$ cat config.mk
export PLATFORM = sky130hd
export DESIGN_NAME = alu_arbiter_flat
export DESIGN_NICKNAME = d
export VERILOG_FILES = /design/src/rtl/alu_arbiter_if.sv /design/src/rtl/alu_arbiter.sv /design/src/flat_wrapper.sv
export SDC_FILE = /design/constraint.sdc
export NUM_CORES = 1
export LEC_CHECK = 0
export ABC_CLOCK_PERIOD_IN_PS = 2920
export BUFFER_PORTS_ARGS = -buffer_cell sky130_fd_sc_hd__buf_2
export CORE_ASPECT_RATIO = 0.7
export CORE_UTILIZATION = 40
export CTS_CLUSTER_DIAMETER = 100
export DETAILED_ROUTE_END_ITERATION = 6
export GPL_ROUTABILITY_DRIVEN = 0
export PLACE_DENSITY = 0.78
export SLEW_MARGIN = 20
export SYNTH_ARGS = -nofsm -noshare
export SYNTH_HDL_FRONTEND = slang
export SYNTH_SLANG_ARGS = --single-unit
$ cat constraint.sdc
create_clock -name clk -period 2.92 [get_ports clk]
set_input_delay 0.292 -clock clk [delete_from_list [all_inputs] [get_ports clk]]
set_output_delay 0.292 -clock clk [all_outputs]
set_load 0.01 [all_outputs]
$ cat src/rtl/alu_arbiter_if.sv
// Request, shared-ALU and response signals of the two-requester ALU arbiter.
// slave: arbiter side; master: requesters, ALU and response consumer.
interface alu_arbiter_if;
    logic        req_valid_0;
    logic        req_valid_1;
    logic        req_ready_0;
    logic        req_ready_1;
    logic [31:0] req_in1_0;
    logic [31:0] req_in1_1;
    logic [31:0] req_in2_0;
    logic [31:0] req_in2_1;
    logic [5:0]  req_funct_0;
    logic [5:0]  req_funct_1;
    logic        req_sign_0;
    logic        req_sign_1;
    logic [31:0] alu_in1;
    logic [31:0] alu_in2;
    logic [5:0]  alu_funct;
    logic        alu_sign;
    logic [31:0] alu_out;
    logic        rsp_valid;
    logic        rsp_ready;
    logic [31:0] rsp_data;
    logic        rsp_id;
    logic        busy;

    modport slave (
        input  req_valid_0, req_valid_1, req_in1_0, req_in1_1, req_in2_0, req_in2_1,
        input  req_funct_0, req_funct_1, req_sign_0, req_sign_1, alu_out, rsp_ready,
        output req_ready_0, req_ready_1, alu_in1, alu_in2, alu_funct, alu_sign,
        output rsp_valid, rsp_data, rsp_id, busy
    );

    modport master (
        output req_valid_0, req_valid_1, req_in1_0, req_in1_1, req_in2_0, req_in2_1,
        output req_funct_0, req_funct_1, req_sign_0, req_sign_1, alu_out, rsp_ready,
        input  req_ready_0, req_ready_1, alu_in1, alu_in2, alu_funct, alu_sign,
        input  rsp_valid, rsp_data, rsp_id, busy
    );
endinterface

$ cat src/rtl/alu_arbiter.sv
// Two-requester arbiter in front of one shared combinational ALU (IDLE -> EXEC -> DONE).
// Define ALU_ARBITER_RR_EN for round-robin contention; default is fixed priority to requester 0.
module alu_arbiter (
    input  logic          clk,
    input  logic          reset,
    alu_arbiter_if.slave  bus,
    output logic [1:0]    state_dbg
);
    // Handshakes: a request transfers on a rising edge where req_valid_k and req_ready_k
    // are both high; a response transfers on a rising edge where rsp_valid and rsp_ready are high.
    typedef enum logic [1:0] {IDLE = 2'd0, EXEC = 2'd1, DONE = 2'd2} state_t;

    state_t state;
    state_t state_next;
    logic   eligible;
    logic   prefer_1;
    logic   grant_0;
    logic   grant_1;
    logic   accept;
    logic   op_id;

`ifdef ALU_ARBITER_RR_EN
    logic rr_ptr;

    // Pointer always moves to the requester that lost (or was not served) this accept.
    always_ff @(posedge clk or posedge reset) begin
        if (reset)
            rr_ptr <= 1'b0;
        else if (accept)
            rr_ptr <= grant_0;
    end

    assign prefer_1 = rr_ptr;
`else
    assign prefer_1 = 1'b0;
`endif

    always_comb begin
        eligible = 1'b0;
        grant_0  = 1'b0;
        grant_1  = 1'b0;
        // Gated by reset so req_ready is low for the whole reset interval.
        eligible = !reset && ((state == IDLE) || ((state == DONE) && bus.rsp_ready));
        grant_0  = eligible && bus.req_valid_0 && (!bus.req_valid_1 || !prefer_1);
        grant_1  = eligible && bus.req_valid_1 && (!bus.req_valid_0 || prefer_1);
    end

    assign accept = grant_0 || grant_1;

    always_ff @(posedge clk or posedge reset) begin
        if (reset)
            state <= IDLE;
        else
            state <= state_next;
    end

    always_comb begin
        state_next = state;
        case (state)
            IDLE: if (accept) state_next = EXEC;
            EXEC: state_next = DONE;
            DONE: begin
                if (bus.rsp_ready)
                    state_next = accept ? EXEC : IDLE;
            end
            default: state_next = IDLE;
        endcase
    end

    always_ff @(posedge clk or posedge reset) begin
        if (reset) begin
            bus.alu_in1   <= 32'd0;
            bus.alu_in2   <= 32'd0;
            bus.alu_funct <= 6'b000000;
            bus.alu_sign  <= 1'b0;
            op_id         <= 1'b0;
            bus.rsp_data  <= 32'd0;
            bus.rsp_id    <= 1'b0;
        end else begin
            if (grant_0) begin
                bus.alu_in1   <= bus.req_in1_0;
                bus.alu_in2   <= bus.req_in2_0;
                bus.alu_funct <= bus.req_funct_0;
                bus.alu_sign  <= bus.req_sign_0;
                op_id         <= 1'b0;
            end else if (grant_1) begin
                bus.alu_in1   <= bus.req_in1_1;
                bus.alu_in2   <= bus.req_in2_1;
                bus.alu_funct <= bus.req_funct_1;
                bus.alu_sign  <= bus.req_sign_1;
                op_id         <= 1'b1;
            end
            // rsp_id is separate from op_id so it stays stable while DONE waits.
            if (state == EXEC) begin
                bus.rsp_data <= bus.alu_out;
                bus.rsp_id   <= op_id;
            end
        end
    end

    assign bus.req_ready_0 = grant_0;
    assign bus.req_ready_1 = grant_1;
    assign bus.rsp_valid   = (state == DONE);
    assign bus.busy        = (state != IDLE);
    assign state_dbg       = state;
endmodule

$ cat src/flat_wrapper.sv
// flat-port wrapper written by rule: the top's interface ports become plain ports
module alu_arbiter_flat 
  (clk, reset, state_dbg, bus_req_valid_0, bus_req_valid_1, bus_req_in1_0, bus_req_in1_1, bus_req_in2_0, bus_req_in2_1, bus_req_funct_0, bus_req_funct_1, bus_req_sign_0, bus_req_sign_1, bus_alu_out, bus_rsp_ready, bus_req_ready_0, bus_req_ready_1, bus_alu_in1, bus_alu_in2, bus_alu_funct, bus_alu_sign, bus_rsp_valid, bus_rsp_data, bus_rsp_id, bus_busy);
  alu_arbiter_if bus_i ();
  input  logic clk;
  input  logic reset;
  output logic [1:0] state_dbg;
  input wire logic [$bits(bus_i.req_valid_0)-1:0] bus_req_valid_0;
  input wire logic [$bits(bus_i.req_valid_1)-1:0] bus_req_valid_1;
  input wire logic [$bits(bus_i.req_in1_0)-1:0] bus_req_in1_0;
  input wire logic [$bits(bus_i.req_in1_1)-1:0] bus_req_in1_1;
  input wire logic [$bits(bus_i.req_in2_0)-1:0] bus_req_in2_0;
  input wire logic [$bits(bus_i.req_in2_1)-1:0] bus_req_in2_1;
  input wire logic [$bits(bus_i.req_funct_0)-1:0] bus_req_funct_0;
  input wire logic [$bits(bus_i.req_funct_1)-1:0] bus_req_funct_1;
  input wire logic [$bits(bus_i.req_sign_0)-1:0] bus_req_sign_0;
  input wire logic [$bits(bus_i.req_sign_1)-1:0] bus_req_sign_1;
  input wire logic [$bits(bus_i.alu_out)-1:0] bus_alu_out;
  input wire logic [$bits(bus_i.rsp_ready)-1:0] bus_rsp_ready;
  output wire logic [$bits(bus_i.req_ready_0)-1:0] bus_req_ready_0;
  output wire logic [$bits(bus_i.req_ready_1)-1:0] bus_req_ready_1;
  output wire logic [$bits(bus_i.alu_in1)-1:0] bus_alu_in1;
  output wire logic [$bits(bus_i.alu_in2)-1:0] bus_alu_in2;
  output wire logic [$bits(bus_i.alu_funct)-1:0] bus_alu_funct;
  output wire logic [$bits(bus_i.alu_sign)-1:0] bus_alu_sign;
  output wire logic [$bits(bus_i.rsp_valid)-1:0] bus_rsp_valid;
  output wire logic [$bits(bus_i.rsp_data)-1:0] bus_rsp_data;
  output wire logic [$bits(bus_i.rsp_id)-1:0] bus_rsp_id;
  output wire logic [$bits(bus_i.busy)-1:0] bus_busy;
  assign bus_i.req_valid_0 = bus_req_valid_0;
  assign bus_i.req_valid_1 = bus_req_valid_1;
  assign bus_i.req_in1_0 = bus_req_in1_0;
  assign bus_i.req_in1_1 = bus_req_in1_1;
  assign bus_i.req_in2_0 = bus_req_in2_0;
  assign bus_i.req_in2_1 = bus_req_in2_1;
  assign bus_i.req_funct_0 = bus_req_funct_0;
  assign bus_i.req_funct_1 = bus_req_funct_1;
  assign bus_i.req_sign_0 = bus_req_sign_0;
  assign bus_i.req_sign_1 = bus_req_sign_1;
  assign bus_i.alu_out = bus_alu_out;
  assign bus_i.rsp_ready = bus_rsp_ready;
  assign bus_req_ready_0 = bus_i.req_ready_0;
  assign bus_req_ready_1 = bus_i.req_ready_1;
  assign bus_alu_in1 = bus_i.alu_in1;
  assign bus_alu_in2 = bus_i.alu_in2;
  assign bus_alu_funct = bus_i.alu_funct;
  assign bus_alu_sign = bus_i.alu_sign;
  assign bus_rsp_valid = bus_i.rsp_valid;
  assign bus_rsp_data = bus_i.rsp_data;
  assign bus_rsp_id = bus_i.rsp_id;
  assign bus_busy = bus_i.busy;
  alu_arbiter u_core (.clk(clk), .reset(reset), .bus(bus_i), .state_dbg(state_dbg));
endmodule
== Word-level counts from Yosys, hierarchy flattened ==
Index checks and enable logic that the tools add are counted.

* Register bits: 107
* Input bits: 179
* Output and inout bits: 110
* Word-level logic and storage cells: 39

* Eq/ne operators: 4
* Mux-type cells: 14
* Reduce and logical (&&, ||, !) cells: 13

{| class="wikitable"
|+ Operator list
! kind !! count
|-
| 32-bit 2-to-1 mux || 4
|-
| 6-bit 2-to-1 mux || 2
|-
| 2-bit case mux with 3 select lines || 1
|-
| 1-bit logical AND || 5
|-
| 1-bit 2-to-1 mux || 5
|-
| 2-bit 2-to-1 mux || 2
|-
| 2-bit nonzero test || 2
|-
| 2-bit by 1-bit == test with 1-bit output, second input constant || 1
|-
| 2-bit == test, second input constant || 1
|-
| 1-bit logical NOT || 2
|-
| 2-bit logical NOT || 1
|-
| 1-bit logical OR || 2
|-
| 2-bit by 1-bit inequality test with 1-bit output, second input constant || 1
|-
| 2-bit inequality test, second input constant || 1
|-
| 2-bit AND reduction || 1
|}

== Longest topological paths before layout ==
* Word-level depth: 10
* Mapped depth: 5
* Gate-level depth less buffers: 3

== Worst setup path after synthesis ==
OpenSTA, ideal clock, no wires.

* Path type: reg-to-output
* From: reg u_core.state[0], in the netlist u_core.state_dbg[0]
* To: out bus_req_ready_1
* Arrival: 1.304 ns
* Required time: 2.628 ns
* Slack: 1.324 ns
* Stages on the path, launching flop included: 4
* Path buffers: 1
* Cells stage by stage: dfrtp_1 > nor2_1 > clkbuf_1 > and3_1

* Longest elaborated chain between the ends: 6
* Elaborated cells between the ends (all ways): 7
* Those cells by class: 1 x eq/ne; 6 x reduce/logical

{| class="wikitable"
|+ RTL lines
! element !! RTL line !! RTL
|-
| start: declaration || alu_arbiter.sv:13 || <nowiki>state_t state;</nowiki>
|-
| start signal: assignment || alu_arbiter.sv:54 || <nowiki>state <= state_next;</nowiki>
|-
| 2-bit == test || alu_arbiter.sv:43 || <nowiki>eligible = !reset && ((state == IDLE) || ((state == DONE) && bus.rsp_ready));</nowiki>
|-
| 1-bit logical AND || alu_arbiter.sv:43 ||
|-
| 1-bit logical OR (*) || alu_arbiter.sv:43 ||
|-
| 1-bit logical AND (*) || alu_arbiter.sv:43 ||
|-
| 1-bit logical AND (*) (2 in series) || alu_arbiter.sv:45 || <nowiki>grant_1 = eligible && bus.req_valid_1 && (!bus.req_valid_0 || prefer_1);</nowiki>
|-
| end: declaration || flat_wrapper.sv:21 || <nowiki>output wire logic [$bits(bus_i.req_ready_1)-1:0] bus_req_ready_1;</nowiki>
|}

Mark *: on every way between the ends. The rest lies on a longest branch, timed or not.

== Worst setup path after layout ==
* From: reg u_core.state[0], in the netlist u_core.state_dbg[0]
* To: reg u_core.bus.alu_in2[1]

* Longest elaborated chain between the ends: 7
* Elaborated cells between the ends (all ways): 10
* Those cells by class: 1 x eq/ne; 1 x mux; 8 x reduce/logical

{| class="wikitable"
|+ RTL lines
! element !! RTL line !! RTL
|-
| 2-bit == test || alu_arbiter.sv:43 ||
|-
| 1-bit logical AND || alu_arbiter.sv:43 ||
|-
| 1-bit logical OR (*) || alu_arbiter.sv:43 ||
|-
| 1-bit logical AND (*) || alu_arbiter.sv:43 ||
|-
| 1-bit logical AND (2 in series) || alu_arbiter.sv:45 ||
|-
| 2-bit nonzero test (no source line) || - ||
|-
| end signal: assignment || alu_arbiter.sv:82 || <nowiki>bus.alu_in2 <= bus.req_in2_0;</nowiki>
|-
| end signal: assignment || alu_arbiter.sv:88 || <nowiki>bus.alu_in2 <= bus.req_in2_1;</nowiki>
|-
| end: declaration || alu_arbiter_if.sv:30 || <nowiki>output req_ready_0, req_ready_1, alu_in1, alu_in2, alu_funct, alu_sign,</nowiki>
|}

Marked as above.
A chain may end at the register's enable or synchronous reset.

==> run metrics <==
outcome completed; register area share after synthesis 55.0%; final routed DRC violation total 0; Leak 3.22 nW; Setup TNS Final 0 ps; root buffer selected by CTS clkbuf_16; final number of setup-violating endpoints 0; slew of the pin with the lowest slew margin 1020 ps; HPWL after DPL 10300 um; Bufs and invs on worst path 0; n_diodes 0; router iterations before antenna repair 5; level count of the clock H-tree 3; worst-path maximum fanout 51; final std cells w/o fill 833; # Max-Cap Violations 0; initial core utilization 41.4%; internal power of the cells 3.33 mW; worst clock skew on the final layout 7.90 ps; mean post-synth cell area 11.8 sq um; startpoint types flop; Final Max Tran Viols 0; Area contributors post-synth dfrtp_1, o2bb2ai_1, a22oi_1, mux2_2, a41oi_1; share of cells above drive strength 1 52.1%; mapped cell area 0.00487 sq mm; Overall Power 4.96 mW; count of buffers inserted at the top-level ports 288; count of cell types in the netlist 23; worst max-slew margin expressed relative to the limit 32.2%; Post-Syn Instances 412; part of the total power dissipated in sequential elements 43.4%; total number of placement rows 33; Core Area 0.0118 sq mm; Gates resized, CTS repair 0; Area growth syn-to-layout 37.7%; setup slack, reg-to-reg 590 ps; Post-Route Utilization 57.0%; number of buffers created by CTS 9; deepest clock path buffer count 2; # fillers 1029; global route overflow 0; Reg clk slew, reported paths 80 ps; Min-Delay Path Class in2async; post-placement setup slack 232 ps; Final Cycle Share 80.0%; via count of the first global-routing pass 4380; worst-path cell chain or2_1, or3_2, o2bb2ai_1; via count 4629; Die Outline Area 0.0126 sq mm; placed cells 817; Die Height 94.3 um; dominant delay contributor by cell family on the critical path simple AND/OR/NAND/NOR gates; Ys Warns 0; Max stage delay on crit path 1000 ps; antenna violations before repair 0; fraction of power consumed by the clock network 25.8%; Hold Violations, Final 0; Critical Path AT 2550 ps; top-level I/O count 289; flip-flop and latch count after synthesis 107; fraction of post-synthesis cell area in the top cell type by area 55.0%; library cell with the largest summed area after synthesis dfrtp_1; source-to-sink clock delay at the later pin of the worst-skew pair 340 ps; Fmax 428 MHz; Critical Path RT 3140 ps; post-detailed-routing wire length 14500 um; number of post-CTS setup repair buffers 0; Post-layout nets 850; clock tree from TritonCTS yes; CTS Hold Buffers Added 0; wire length of the first global-routing pass 22200 um; final antenna-violating net count 0; total area of sequential cells 0.00268 sq mm; Worst path slowest cell or3_2; post-route worst setup slack 585 ps; RSZ-0062 raised after global routing false; worst-case vdd ir drop 483 uV; switching part of the total power 32.9%; # clock sinks 107; mean routed wirelength per cell 17.4 um; endpoint kind of the worst setup timing path flop; Detailed Route Iter0 Violations 240; critical path class reg2reg; area of combinational cells with multiple inputs 0.00197 sq mm; number of vias per cell after detailed routing 5.56; proportion of power drawn by combinational gates 30.8%; Horiz. Die Dim 134 um; maximum number of pins on one net before global-route repair 76; overall routing resource usage 22.4%; Net Sw Power 1.63 mW; syn_nets 591; time the worst path needs with I/O delays and setup 2330 ps; areal power density over the cells 740 mW/mm^2
[cell usage in the layout, fill, tap and decap left out, types with 2 or more instances in the layout]
cell type | Yosys | routed
buf_12 | 0 | 2
buf_2 | 5 | 288
inv_8 | 0 | 2
mux2_2 | 33 | 33
o21ai_0 | 22 | 22
clkbuf_16 | 0 | 9
dfrtp_1 | 107 | 107
nor3b_1 | 21 | 21
inv_6 | 0 | 2
and3_1 | 2 | 2
a41oi_1 | 21 | 21
inv_1 | 3 | 2
a22oi_1 | 50 | 50
nor2_1 | 3 | 2
nand3_1 | 21 | 21
nand4_1 | 21 | 21
clkinvlp_4 | 0 | 2
o2bb2ai_1 | 50 | 50
buf_4 | 0 | 6
nand2b_1 | 3 | 3
[Yosys cell counts]
library cell and n:
mux2_2 33, and3_1 2, nand4_1 21, or3_1 1
dfrtp_1 107, nor2_1 3, o21ai_0 22, clkbuf_1 37
nand2_1 1, nor2b_1 2, buf_2 5, or2_1 1
a41oi_1 21, inv_1 3, a22oi_1 50, nand2b_1 3
buf_6 5, nand3_1 21, buf_1 1, a31oi_1 1
o2bb2ai_1 50, or2_2 1, nor3b_1 21
[through the flow]
stage          cell area [sq um]  hold slack, ps
2_1_floorplan               4870             400
3_3_place_gp                6390             466
3_5_place_dp                6390             473
4_1_cts                     6710             158
5_1_grt                     6710             165
6_report                    6710             162
[worst paths after layout]
| path | to | cells past startpoint | from |
|---|---|---|---|
| setup reg to reg | u_core.bus.alu_in2[1] | 3 | u_core.state_dbg[0] |
| max in group asynchronous | u_core.bus.alu_in2[11] | 3 | reset |
| hold / removal | u_core.bus.alu_in1[4] | 2 | reset |
| hold reg to reg | u_core.bus.alu_in2[13] | 1 | u_core.bus.alu_in2[13] |
| min in group clk | u_core.bus.rsp_data[2] | 2 | bus_alu_out[2] |
| setup / recovery | u_core.bus.alu_in2[1] | 3 | u_core.state_dbg[0] |
[final cells by class]
cell class | count | share of cell area, %
flip-flops and latches | 107 | 39.9
multi-input cells | 254 | 29.4
repair buffers | 296 | 22.8
clock buffers | 9 | 3.36
well taps | 157 | 2.93
clock inverters | 7 | 1.40
inverters | 3 | 0.224
[worst reg2reg max path: stages (launching register included)]
cell and delay [ps]:
dfrtp_1 420, or2_1 460, or3_2 1000, o2bb2ai_1 320
[registers in the layout, indices dropped and copies added, names as in the netlist]
name and cells:
u_core.bus.alu_in1 32, u_core.bus.rsp_id 1, u_core.state_dbg 2, u_core.bus.alu_sign 1, u_core.bus.alu_in2 32, u_core.bus.rsp_data 32, u_core.op_id 1, u_core.bus.alu_funct 6
[cells by family after synthesis]
kind of cell | after synthesis | share of synthesized area, %
AOI/OAI and AO/OA | 144 | 22.9
DFF | 107 | 55.0
and+or+nand+nor | 77 | 9.69
buffers and inverters | 51 | 4.83
muxes | 33 | 7.63
[layer usage]
metal	global-route usage, %	share of wire (%)	vias up
met3	5.77	9.0	13
met2	38.6	50	260
li1	-	-	2137
met1	28.5	40	2219
met5	0	0	-
met4	4.92	1.0	0
[power groups by stage]
stage          Sequential, mW  Clock, mW  Combinational, mW
2_1_floorplan            2.34          0              0.632
6_report                 2.15       1.28               1.53
3_5_place_dp             2.17          0               1.55
3_3_place_gp             2.15          0               1.50
4_1_cts                  2.15       1.31               1.55
5_1_grt                  2.20       1.37               1.66
Note: power is estimated with default switching activity, not from simulation.
